### config.mk
export PLATFORM = sky130hd
export DESIGN_NAME = stage_wb_pipe_flat
export DESIGN_NICKNAME = d
export VERILOG_FILES = /design/src/rtl/stage_wb_pipe_if.sv /design/src/rtl/stage_wb_pipe.sv /design/src/flat_wrapper.sv
export SDC_FILE = /design/constraint.sdc
export NUM_CORES = 1
export LEC_CHECK = 0
export BUFFER_PORTS_ARGS = -buffer_cell sky130_fd_sc_hd__buf_2
export CAP_MARGIN = 40
export CORE_AREA = 2 2 163 165
export DETAILED_ROUTE_END_ITERATION = 8
export DIE_AREA = 0 0 165 167
export PLACE_DENSITY_LB_ADDON = 0.2
export SYNTH_ARGS = -nofsm -noshare
export SYNTH_HDL_FRONTEND = slang
export SYNTH_SLANG_ARGS = --single-unit
### constraint.sdc
create_clock -name clk -period 5.4 [get_ports clk]
set_clock_uncertainty 0.2 [all_clocks]
set_input_delay 0.27 -clock clk [delete_from_list [all_inputs] [get_ports clk]]
set_output_delay 0.27 -clock clk [all_outputs]
set_load 0.005 [all_outputs]
### src/rtl/stage_wb_pipe_if.sv
// Writeback stage bus: MEM/WB handshake, late load response, register-file
// write port and status.
//
// Handshake: a transfer happens on a rising clk edge where in_valid and
// in_ready are both 1. While in_valid is 1 the producer holds the in_*
// payload stable until that transfer. in_ready may depend combinationally on
// flush and mem_rsp_valid in the same cycle. mem_rsp_valid is a one-cycle
// strobe with no back-pressure.
interface stage_wb_pipe_if #(
  parameter int XLEN  = 32,
  parameter int CNT_W = 32
);
  logic             in_valid;
  logic             in_ready;
  logic             in_regwrite;
  logic [4:0]       in_rd;
  logic [1:0]       in_wbsel;
  logic [2:0]       in_funct3;
  logic [1:0]       in_addr_lo;
  logic [XLEN-1:0]  in_alu_result;
  logic [XLEN-1:0]  in_pc4;
  logic [XLEN-1:0]  in_aux;
  logic             mem_rsp_valid;
  logic [XLEN-1:0]  mem_rsp_data;
  logic             flush;
  logic             rf_we;
  logic [4:0]       rf_waddr;
  logic [XLEN-1:0]  rf_wdata;
  logic             wb_busy;
  logic             wb_load_timeout;
  logic [CNT_W-1:0] retired_count;
  logic [1:0]       dbg_state;   // 0 EMPTY, 1 HOLD, 2 WAIT

  modport master (
    output in_valid, in_regwrite, in_rd, in_wbsel, in_funct3, in_addr_lo,
           in_alu_result, in_pc4, in_aux, mem_rsp_valid, mem_rsp_data, flush,
    input  in_ready, rf_we, rf_waddr, rf_wdata, wb_busy, wb_load_timeout,
           retired_count, dbg_state
  );

  modport slave (
    input  in_valid, in_regwrite, in_rd, in_wbsel, in_funct3, in_addr_lo,
           in_alu_result, in_pc4, in_aux, mem_rsp_valid, mem_rsp_data, flush,
    output in_ready, rf_we, rf_waddr, rf_wdata, wb_busy, wb_load_timeout,
           retired_count, dbg_state
  );
endinterface

### src/rtl/stage_wb_pipe.sv
// RISC-V writeback stage: one-entry MEM/WB buffer, result select, load
// formatting, late-load wait with sticky timeout, retired counter.
module stage_wb_pipe #(
  parameter int XLEN    = 32,
  parameter int CNT_W   = 32,
  parameter int TIMEOUT = 255
) (
  input  logic       clk,
  input  logic       rst_n,
  stage_wb_pipe_if.slave bus
);

  localparam int CW   = (TIMEOUT > 0) ? $clog2(TIMEOUT + 1) : 1;
  localparam int CMAX = (TIMEOUT > 0) ? TIMEOUT : 1;

  typedef enum logic [1:0] {S_EMPTY = 2'd0, S_HOLD = 2'd1, S_WAIT = 2'd2} state_t;

  state_t           state_q, state_d;
  logic             regwrite_q;
  logic [4:0]       rd_q;
  logic [1:0]       wbsel_q;
  logic [2:0]       funct3_q;
  logic [1:0]       addr_lo_q;
  logic [XLEN-1:0]  alu_q, pc4_q, aux_q;
  logic [CW-1:0]    wait_cnt_q, wait_cnt_d;
  logic             timeout_q, timeout_d;
  logic [CNT_W-1:0] retired_q, retired_d;

  logic             occupied, retire, accept, in_ready;
  logic [7:0]       ld_byte;
  logic [15:0]      ld_half;
  logic [XLEN-1:0]  load_fmt, result;

  // Retire/accept decisions; a load entry is exactly the WAIT state, so stray
  // responses in other states have no effect.
  always_comb begin
    occupied = (state_q != S_EMPTY);
    retire   = occupied && !bus.flush && (wbsel_q != 2'd1 || bus.mem_rsp_valid);
    in_ready = !bus.flush && (!occupied || retire);
    accept   = bus.in_valid && in_ready;
  end

  // Next state, wait counter, sticky timeout and retired counter.
  always_comb begin
    state_d    = state_q;
    wait_cnt_d = wait_cnt_q;
    timeout_d  = timeout_q;
    retired_d  = retired_q;
    if (bus.flush) begin
      state_d    = S_EMPTY;
      wait_cnt_d = '0;
    end else begin
      if (retire) retired_d = retired_q + 1'b1;
      if (accept) begin
        state_d    = (bus.in_wbsel == 2'd1) ? S_WAIT : S_HOLD;
        wait_cnt_d = '0;
      end else if (retire) begin
        state_d = S_EMPTY;
      end else if (state_q == S_WAIT && wait_cnt_q != CW'(CMAX)) begin
        wait_cnt_d = wait_cnt_q + 1'b1;
      end
    end
    if (TIMEOUT > 0 && wait_cnt_d == CW'(CMAX)) timeout_d = 1'b1;
  end

  // State, counters and flag registers.
  always_ff @(posedge clk or negedge rst_n) begin
    if (!rst_n) begin
      state_q    <= S_EMPTY;
      wait_cnt_q <= '0;
      timeout_q  <= 1'b0;
      retired_q  <= '0;
    end else begin
      state_q    <= state_d;
      wait_cnt_q <= wait_cnt_d;
      timeout_q  <= timeout_d;
      retired_q  <= retired_d;
    end
  end

  // Payload capture on accept.
  always_ff @(posedge clk or negedge rst_n) begin
    if (!rst_n) begin
      regwrite_q <= 1'b0;
      rd_q       <= '0;
      wbsel_q    <= '0;
      funct3_q   <= '0;
      addr_lo_q  <= '0;
      alu_q      <= '0;
      pc4_q      <= '0;
      aux_q      <= '0;
    end else if (accept) begin
      regwrite_q <= bus.in_regwrite;
      rd_q       <= bus.in_rd;
      wbsel_q    <= bus.in_wbsel;
      funct3_q   <= bus.in_funct3;
      addr_lo_q  <= bus.in_addr_lo;
      alu_q      <= bus.in_alu_result;
      pc4_q      <= bus.in_pc4;
      aux_q      <= bus.in_aux;
    end
  end

  // Load lane extraction and sign/zero extension.
  always_comb begin
    case (addr_lo_q)
      2'd0:    ld_byte = bus.mem_rsp_data[7:0];
      2'd1:    ld_byte = bus.mem_rsp_data[15:8];
      2'd2:    ld_byte = bus.mem_rsp_data[23:16];
      default: ld_byte = bus.mem_rsp_data[31:24];
    endcase
    ld_half = addr_lo_q[1] ? bus.mem_rsp_data[31:16] : bus.mem_rsp_data[15:0];
    case (funct3_q)
      3'b000:  load_fmt = XLEN'(signed'(ld_byte));
      3'b100:  load_fmt = XLEN'(ld_byte);
      3'b001:  load_fmt = XLEN'(signed'(ld_half));
      3'b101:  load_fmt = XLEN'(ld_half);
      3'b010:  load_fmt = XLEN'(signed'(bus.mem_rsp_data[31:0]));
      default: load_fmt = bus.mem_rsp_data;
    endcase
  end

  // Result source select.
  always_comb begin
    case (wbsel_q)
      2'd0:    result = alu_q;
      2'd1:    result = load_fmt;
      2'd2:    result = pc4_q;
      default: result = aux_q;
    endcase
  end

  assign bus.in_ready        = in_ready;
  assign bus.rf_we           = retire && regwrite_q && (rd_q != 5'd0);
  assign bus.rf_waddr        = occupied ? rd_q : 5'd0;
  assign bus.rf_wdata        = occupied ? result : '0;
  assign bus.wb_busy         = (state_q == S_WAIT);
  assign bus.wb_load_timeout = timeout_q;
  assign bus.retired_count   = retired_q;
  assign bus.dbg_state       = state_q;

endmodule
### src/flat_wrapper.sv
// flat-port wrapper written by rule: the top's interface ports become plain ports
module stage_wb_pipe_flat 
#(
  parameter int XLEN    = 32,
  parameter int CNT_W   = 32,
  parameter int TIMEOUT = 255
)
  (clk, rst_n, bus_in_valid, bus_in_regwrite, bus_in_rd, bus_in_wbsel, bus_in_funct3, bus_in_addr_lo, bus_in_alu_result, bus_in_pc4, bus_in_aux, bus_mem_rsp_valid, bus_mem_rsp_data, bus_flush, bus_in_ready, bus_rf_we, bus_rf_waddr, bus_rf_wdata, bus_wb_busy, bus_wb_load_timeout, bus_retired_count, bus_dbg_state);
  stage_wb_pipe_if #(.XLEN(XLEN), .CNT_W(CNT_W)) bus_i ();
  input  logic clk;
  input  logic rst_n;
  input wire logic [$bits(bus_i.in_valid)-1:0] bus_in_valid;
  input wire logic [$bits(bus_i.in_regwrite)-1:0] bus_in_regwrite;
  input wire logic [$bits(bus_i.in_rd)-1:0] bus_in_rd;
  input wire logic [$bits(bus_i.in_wbsel)-1:0] bus_in_wbsel;
  input wire logic [$bits(bus_i.in_funct3)-1:0] bus_in_funct3;
  input wire logic [$bits(bus_i.in_addr_lo)-1:0] bus_in_addr_lo;
  input wire logic [$bits(bus_i.in_alu_result)-1:0] bus_in_alu_result;
  input wire logic [$bits(bus_i.in_pc4)-1:0] bus_in_pc4;
  input wire logic [$bits(bus_i.in_aux)-1:0] bus_in_aux;
  input wire logic [$bits(bus_i.mem_rsp_valid)-1:0] bus_mem_rsp_valid;
  input wire logic [$bits(bus_i.mem_rsp_data)-1:0] bus_mem_rsp_data;
  input wire logic [$bits(bus_i.flush)-1:0] bus_flush;
  output wire logic [$bits(bus_i.in_ready)-1:0] bus_in_ready;
  output wire logic [$bits(bus_i.rf_we)-1:0] bus_rf_we;
  output wire logic [$bits(bus_i.rf_waddr)-1:0] bus_rf_waddr;
  output wire logic [$bits(bus_i.rf_wdata)-1:0] bus_rf_wdata;
  output wire logic [$bits(bus_i.wb_busy)-1:0] bus_wb_busy;
  output wire logic [$bits(bus_i.wb_load_timeout)-1:0] bus_wb_load_timeout;
  output wire logic [$bits(bus_i.retired_count)-1:0] bus_retired_count;
  output wire logic [$bits(bus_i.dbg_state)-1:0] bus_dbg_state;
  assign bus_i.in_valid = bus_in_valid;
  assign bus_i.in_regwrite = bus_in_regwrite;
  assign bus_i.in_rd = bus_in_rd;
  assign bus_i.in_wbsel = bus_in_wbsel;
  assign bus_i.in_funct3 = bus_in_funct3;
  assign bus_i.in_addr_lo = bus_in_addr_lo;
  assign bus_i.in_alu_result = bus_in_alu_result;
  assign bus_i.in_pc4 = bus_in_pc4;
  assign bus_i.in_aux = bus_in_aux;
  assign bus_i.mem_rsp_valid = bus_mem_rsp_valid;
  assign bus_i.mem_rsp_data = bus_mem_rsp_data;
  assign bus_i.flush = bus_flush;
  assign bus_in_ready = bus_i.in_ready;
  assign bus_rf_we = bus_i.rf_we;
  assign bus_rf_waddr = bus_i.rf_waddr;
  assign bus_rf_wdata = bus_i.rf_wdata;
  assign bus_wb_busy = bus_i.wb_busy;
  assign bus_wb_load_timeout = bus_i.wb_load_timeout;
  assign bus_retired_count = bus_i.retired_count;
  assign bus_dbg_state = bus_i.dbg_state;
  stage_wb_pipe #(.XLEN(XLEN), .CNT_W(CNT_W), .TIMEOUT(TIMEOUT)) u_core (.clk(clk), .rst_n(rst_n), .bus(bus_i));
endmodule
==> run_results.csv <==
group,metric,value,unit
outcome,status,"finished, final reports clean",
sta,setup-violations-final,0,
sta,min_period_over_period,0.683,
critical_path,worstSetupPathDepth,6,
power_and_ir_drop,swShare,0.273,
synthesis,yosysMostFrequentCell,"dfrtp_1",
place,gp_congestion,0.807,
critical_path,critPathSlowestCell,"dfrtp_1",
drt,ant_nets,0,
drt,drt_wl_total,24700,um
place,port_buffers,220,
global_routing,grt_pass1_wl,38100,um
synthesis,async_reset_ff_frac,1.00,
clock_network,cts.clk_slew.worst_paths,0.07,ns
critical_path,cp.arrival,3.22,ns
clock_network,cts_tree,"done",
critical_path,path_buf_inv,1,
sta,hold_viol,0,
power_and_ir_drop,max-vdd-ir-drop,134,uV
drt,dr.first_iter.drc_count,324,
power_and_ir_drop,leakage,5.02,nW
synthesis,postSynthCellCount,674,
power_and_ir_drop,pwr-share-comb,0.201,
die,dieHeight,167,um
drt,vias,6476,
final_layout,final_core_util,0.421,
sta,slew_viol_final,0,
sta,tightest_slew,0.905,ns
critical_path,cp_max_fo,18,
clock_network,clock_path_buffers,2,
synthesis,synth_top_area_frac,0.497,
critical_path,worstSetupStartpointType,"flop",
die,ios,221,
global_routing,grt_usage,0.182,
synthesis,synth_edf_count,0,
synthesis,yosys-top-cells-area,"dfrtp_1 (50%), mux2_2 (17%), o21ai_0 (3.3%)",
critical_path,endpoint_kind,"primary output",
synthesis,yosys_register_bits,152,
synthesis,yosysWarnings,0,
clock_network,cts_sinks,152,
hold_path,whs_path_depth,4,
synthesis,yosysSeqAreaShare,0.497,
die,die-area,27600,um^2
place,hpwl,17000,um
critical_path,worstPathRequired,4.93,ns
clock_network,cts_made_buffers,17,
sta,tns,0,ns
global_routing,overflow,0,
synthesis,syn_nets,822,
hold_path,hp-class,"input pin to flop",
drt,drtPass1Iterations,4,
sta,fmax,0.271,GHz
synthesis,syn_avg_cell_area,11.4,um^2
synthesis,yosysUniqueCellTypes,55,
final_layout,num-fill-cells,2517,
die,initial_core_util,0.297,
global_routing,grt_pass1_vias,6874,
critical_path,path_class,"flop to primary output",
place,dpl-instance-area,9110,um^2
sta,setup_ws,1.71,ns
final_layout,drive_gt1_frac,0.394,
critical_path,cp_cell_sequence,"mux4_2, a21oi_2, a21o_1, a21o_1, a31oi_1, buf_2",
place,place_ws,2.22,ns
clock_network,clockRootBuffer,"clkbuf_16",
clock_network,clk_latency,0.42,ns
synthesis,yosys.area.top_type,"dfrtp_1",
power_and_ir_drop,intPower,2.48,mW
final_layout,nNetsFinal,1140,
job,cap_violations,0,
sta,whs,0.0469,ns
sta,post-route-min-period,3.69,ns
critical_path,reg2reg_depth,5,
final_layout,area_delta_synth_final,41.9,%
global_routing,antenna_found_initial,8,
sta,relSlewSlack,0.396,
drt,vias_per_cell,4.82,
clock_network,htreeDepth,4,
final_layout,post-route-cell-area,10900,um^2
synthesis,synth.cell_area,7650,um^2
synthesis,synthFlopType,"dfrtp_1",
power_and_ir_drop,seqPwrFrac,0.414,
die,core_area,25800,um^2
critical_path,crit_top_cell,"a21o_1",
drt,drc,0,
clock_network,cts_setup_buffers,0,
power_and_ir_drop,p_clk_frac,0.385,
global_routing,grt_max_degree,80,
sta,rsz0062_at_grt,"false",
synthesis,synth_common_cells,"dfrtp_1 (152), mux2_2 (116), nand2_1 (60)",
critical_path,cp_top_family,"compound AO/OA/AOI/OAI gates",
critical_path,max_stage_delay,0.71,ns
die,std_cell_rows,59,
die,fp.dieW,165,um
drt,drt-wirelength-per-cell,18.4,um
power_and_ir_drop,total_switching_power,0.932,mW
power_and_ir_drop,powerDensity,314,nW/um^2
worst paths after layout:
path / from / to / slack, ns
worst max-delay path: u_core.addr_lo_q[1] / bus_rf_wdata[27] / 1.71
worst min-delay path: bus_in_valid / u_core.wait_cnt_q[2] / 0.05
worst max register to register: u_core.bus.dbg_state[1] / u_core.alu_q[12] / 2.26
worst min register to register: u_core.bus.retired_count[31] / u_core.bus.retired_count[31] / 0.28
max in group asynchronous: rst_n / u_core.pc4_q[9] / 3.52
min in group asynchronous: rst_n / u_core.bus.retired_count[7] / 0.07
kinds of logic (layout without fill, tap and decap cells):
group / count (synthesis) / count (layout) / share of synthesized area
fa+ha+maj: 2 / 2 / 0.00327
buf+inv: 75 / 406 / 0.0405
mux: 135 / 135 / 0.210
flops: 152 / 152 / 0.497
compound gates: 131 / 131 / 0.112
xor+xnor: 33 / 33 / 0.0378
other cells: 0 / 4 / 0
simple gates: 146 / 146 / 0.0993
sequential cells by signal, indices dropped and copies added, names as in the netlist:
signal	flops
u_core.alu_q	32
u_core.regwrite_q	1
u_core.wait_cnt_q	8
u_core.aux_q	32
u_core.bus.dbg_state	2
u_core.rd_q	5
u_core.bus.wb_load_timeout	1
u_core.pc4_q	32
u_core.funct3_q	3
u_core.wbsel_q	2
u_core.addr_lo_q	2
u_core.bus.retired_count	32
per-layer routing:
metal,global-route usage,vias to the layer above,routed length (um)
li1,-,3045,-
met1,0.226,3175,10500
met2,0.304,215,12000
met3,0.0545,33,1780
met4,0.0548,8,386
met5,0,-,47
layout make-up:
class                   count  area, um^2  share of cell area
flip-flops and latches    152        3800               0.351
diodes                      4        10.0            0.000922
clock buffers              22         474              0.0437
multi-input cells         447        3540               0.326
repair buffers            337        2300               0.212
inverters                  37         139              0.0128
well taps                 335         419              0.0386
clock inverters            10         164              0.0151
timing repair:
action	4_1_cts	5_1_grt
endpoints found under the hold margin	212	0
endpoints found under the setup margin	0	0
hold buffers	110	0
resized for setup	0	0
power groups by stage:
stage               clock [mW]  sequential [mW]  combinational (mW)
global placement             0             1.43               0.617
detailed placement           0             1.43               0.629
global route              1.40             1.43               0.756
finish                    1.31             1.41               0.684
CTS                       1.35             1.41               0.693
floorplan                    0             1.37               0.413
per-stage QoR:
stage,power (mW),instances
floorplan,1.78,674
detailed placement,2.06,1198
global placement,2.05,1196
global route,3.59,1342
finish,3.41,1344
CTS,3.45,1340
placed cells by master, fill, tap and decap left out, types with 3 or more instances in the layout:
| cell type | count |
|---|---|
| inv_6 | 3 |
| bufinv_16 | 4 |
| diode_2 | 4 |
| xor2_1 | 8 |
| mux2_2 | 116 |
| buf_2 | 219 |
| a31oi_1 | 27 |
| buf_4 | 4 |
| inv_1 | 36 |
| nor2_1 | 12 |
| mux2i_1 | 10 |
| and4_1 | 3 |
| clkbuf_8 | 3 |
| o21ai_0 | 51 |
| a21oi_1 | 3 |
| a21o_1 | 18 |
| xnor2_1 | 25 |
| dlygate4sd3_1 | 110 |
| o22ai_1 | 8 |
| nor3_1 | 4 |
| nand3_1 | 12 |
| and3_1 | 3 |
| nand2_1 | 60 |
| nand4_1 | 9 |
| mux4_2 | 9 |
| a221o_1 | 8 |
| clkbuf_16 | 17 |
| and2_1 | 22 |
| dfrtp_1 | 151 |
| o22a_1 | 3 |
worst register-to-register path, stage by stage, from the launching register on:
cell and delay (ns):
dfrtp_1 0.45, or2_2 0.64, a21oi_1 0.30, and2_4 0.57
buf_12 0.44, mux2_2 0.42
Note: power is estimated with default switching activity, not from simulation.
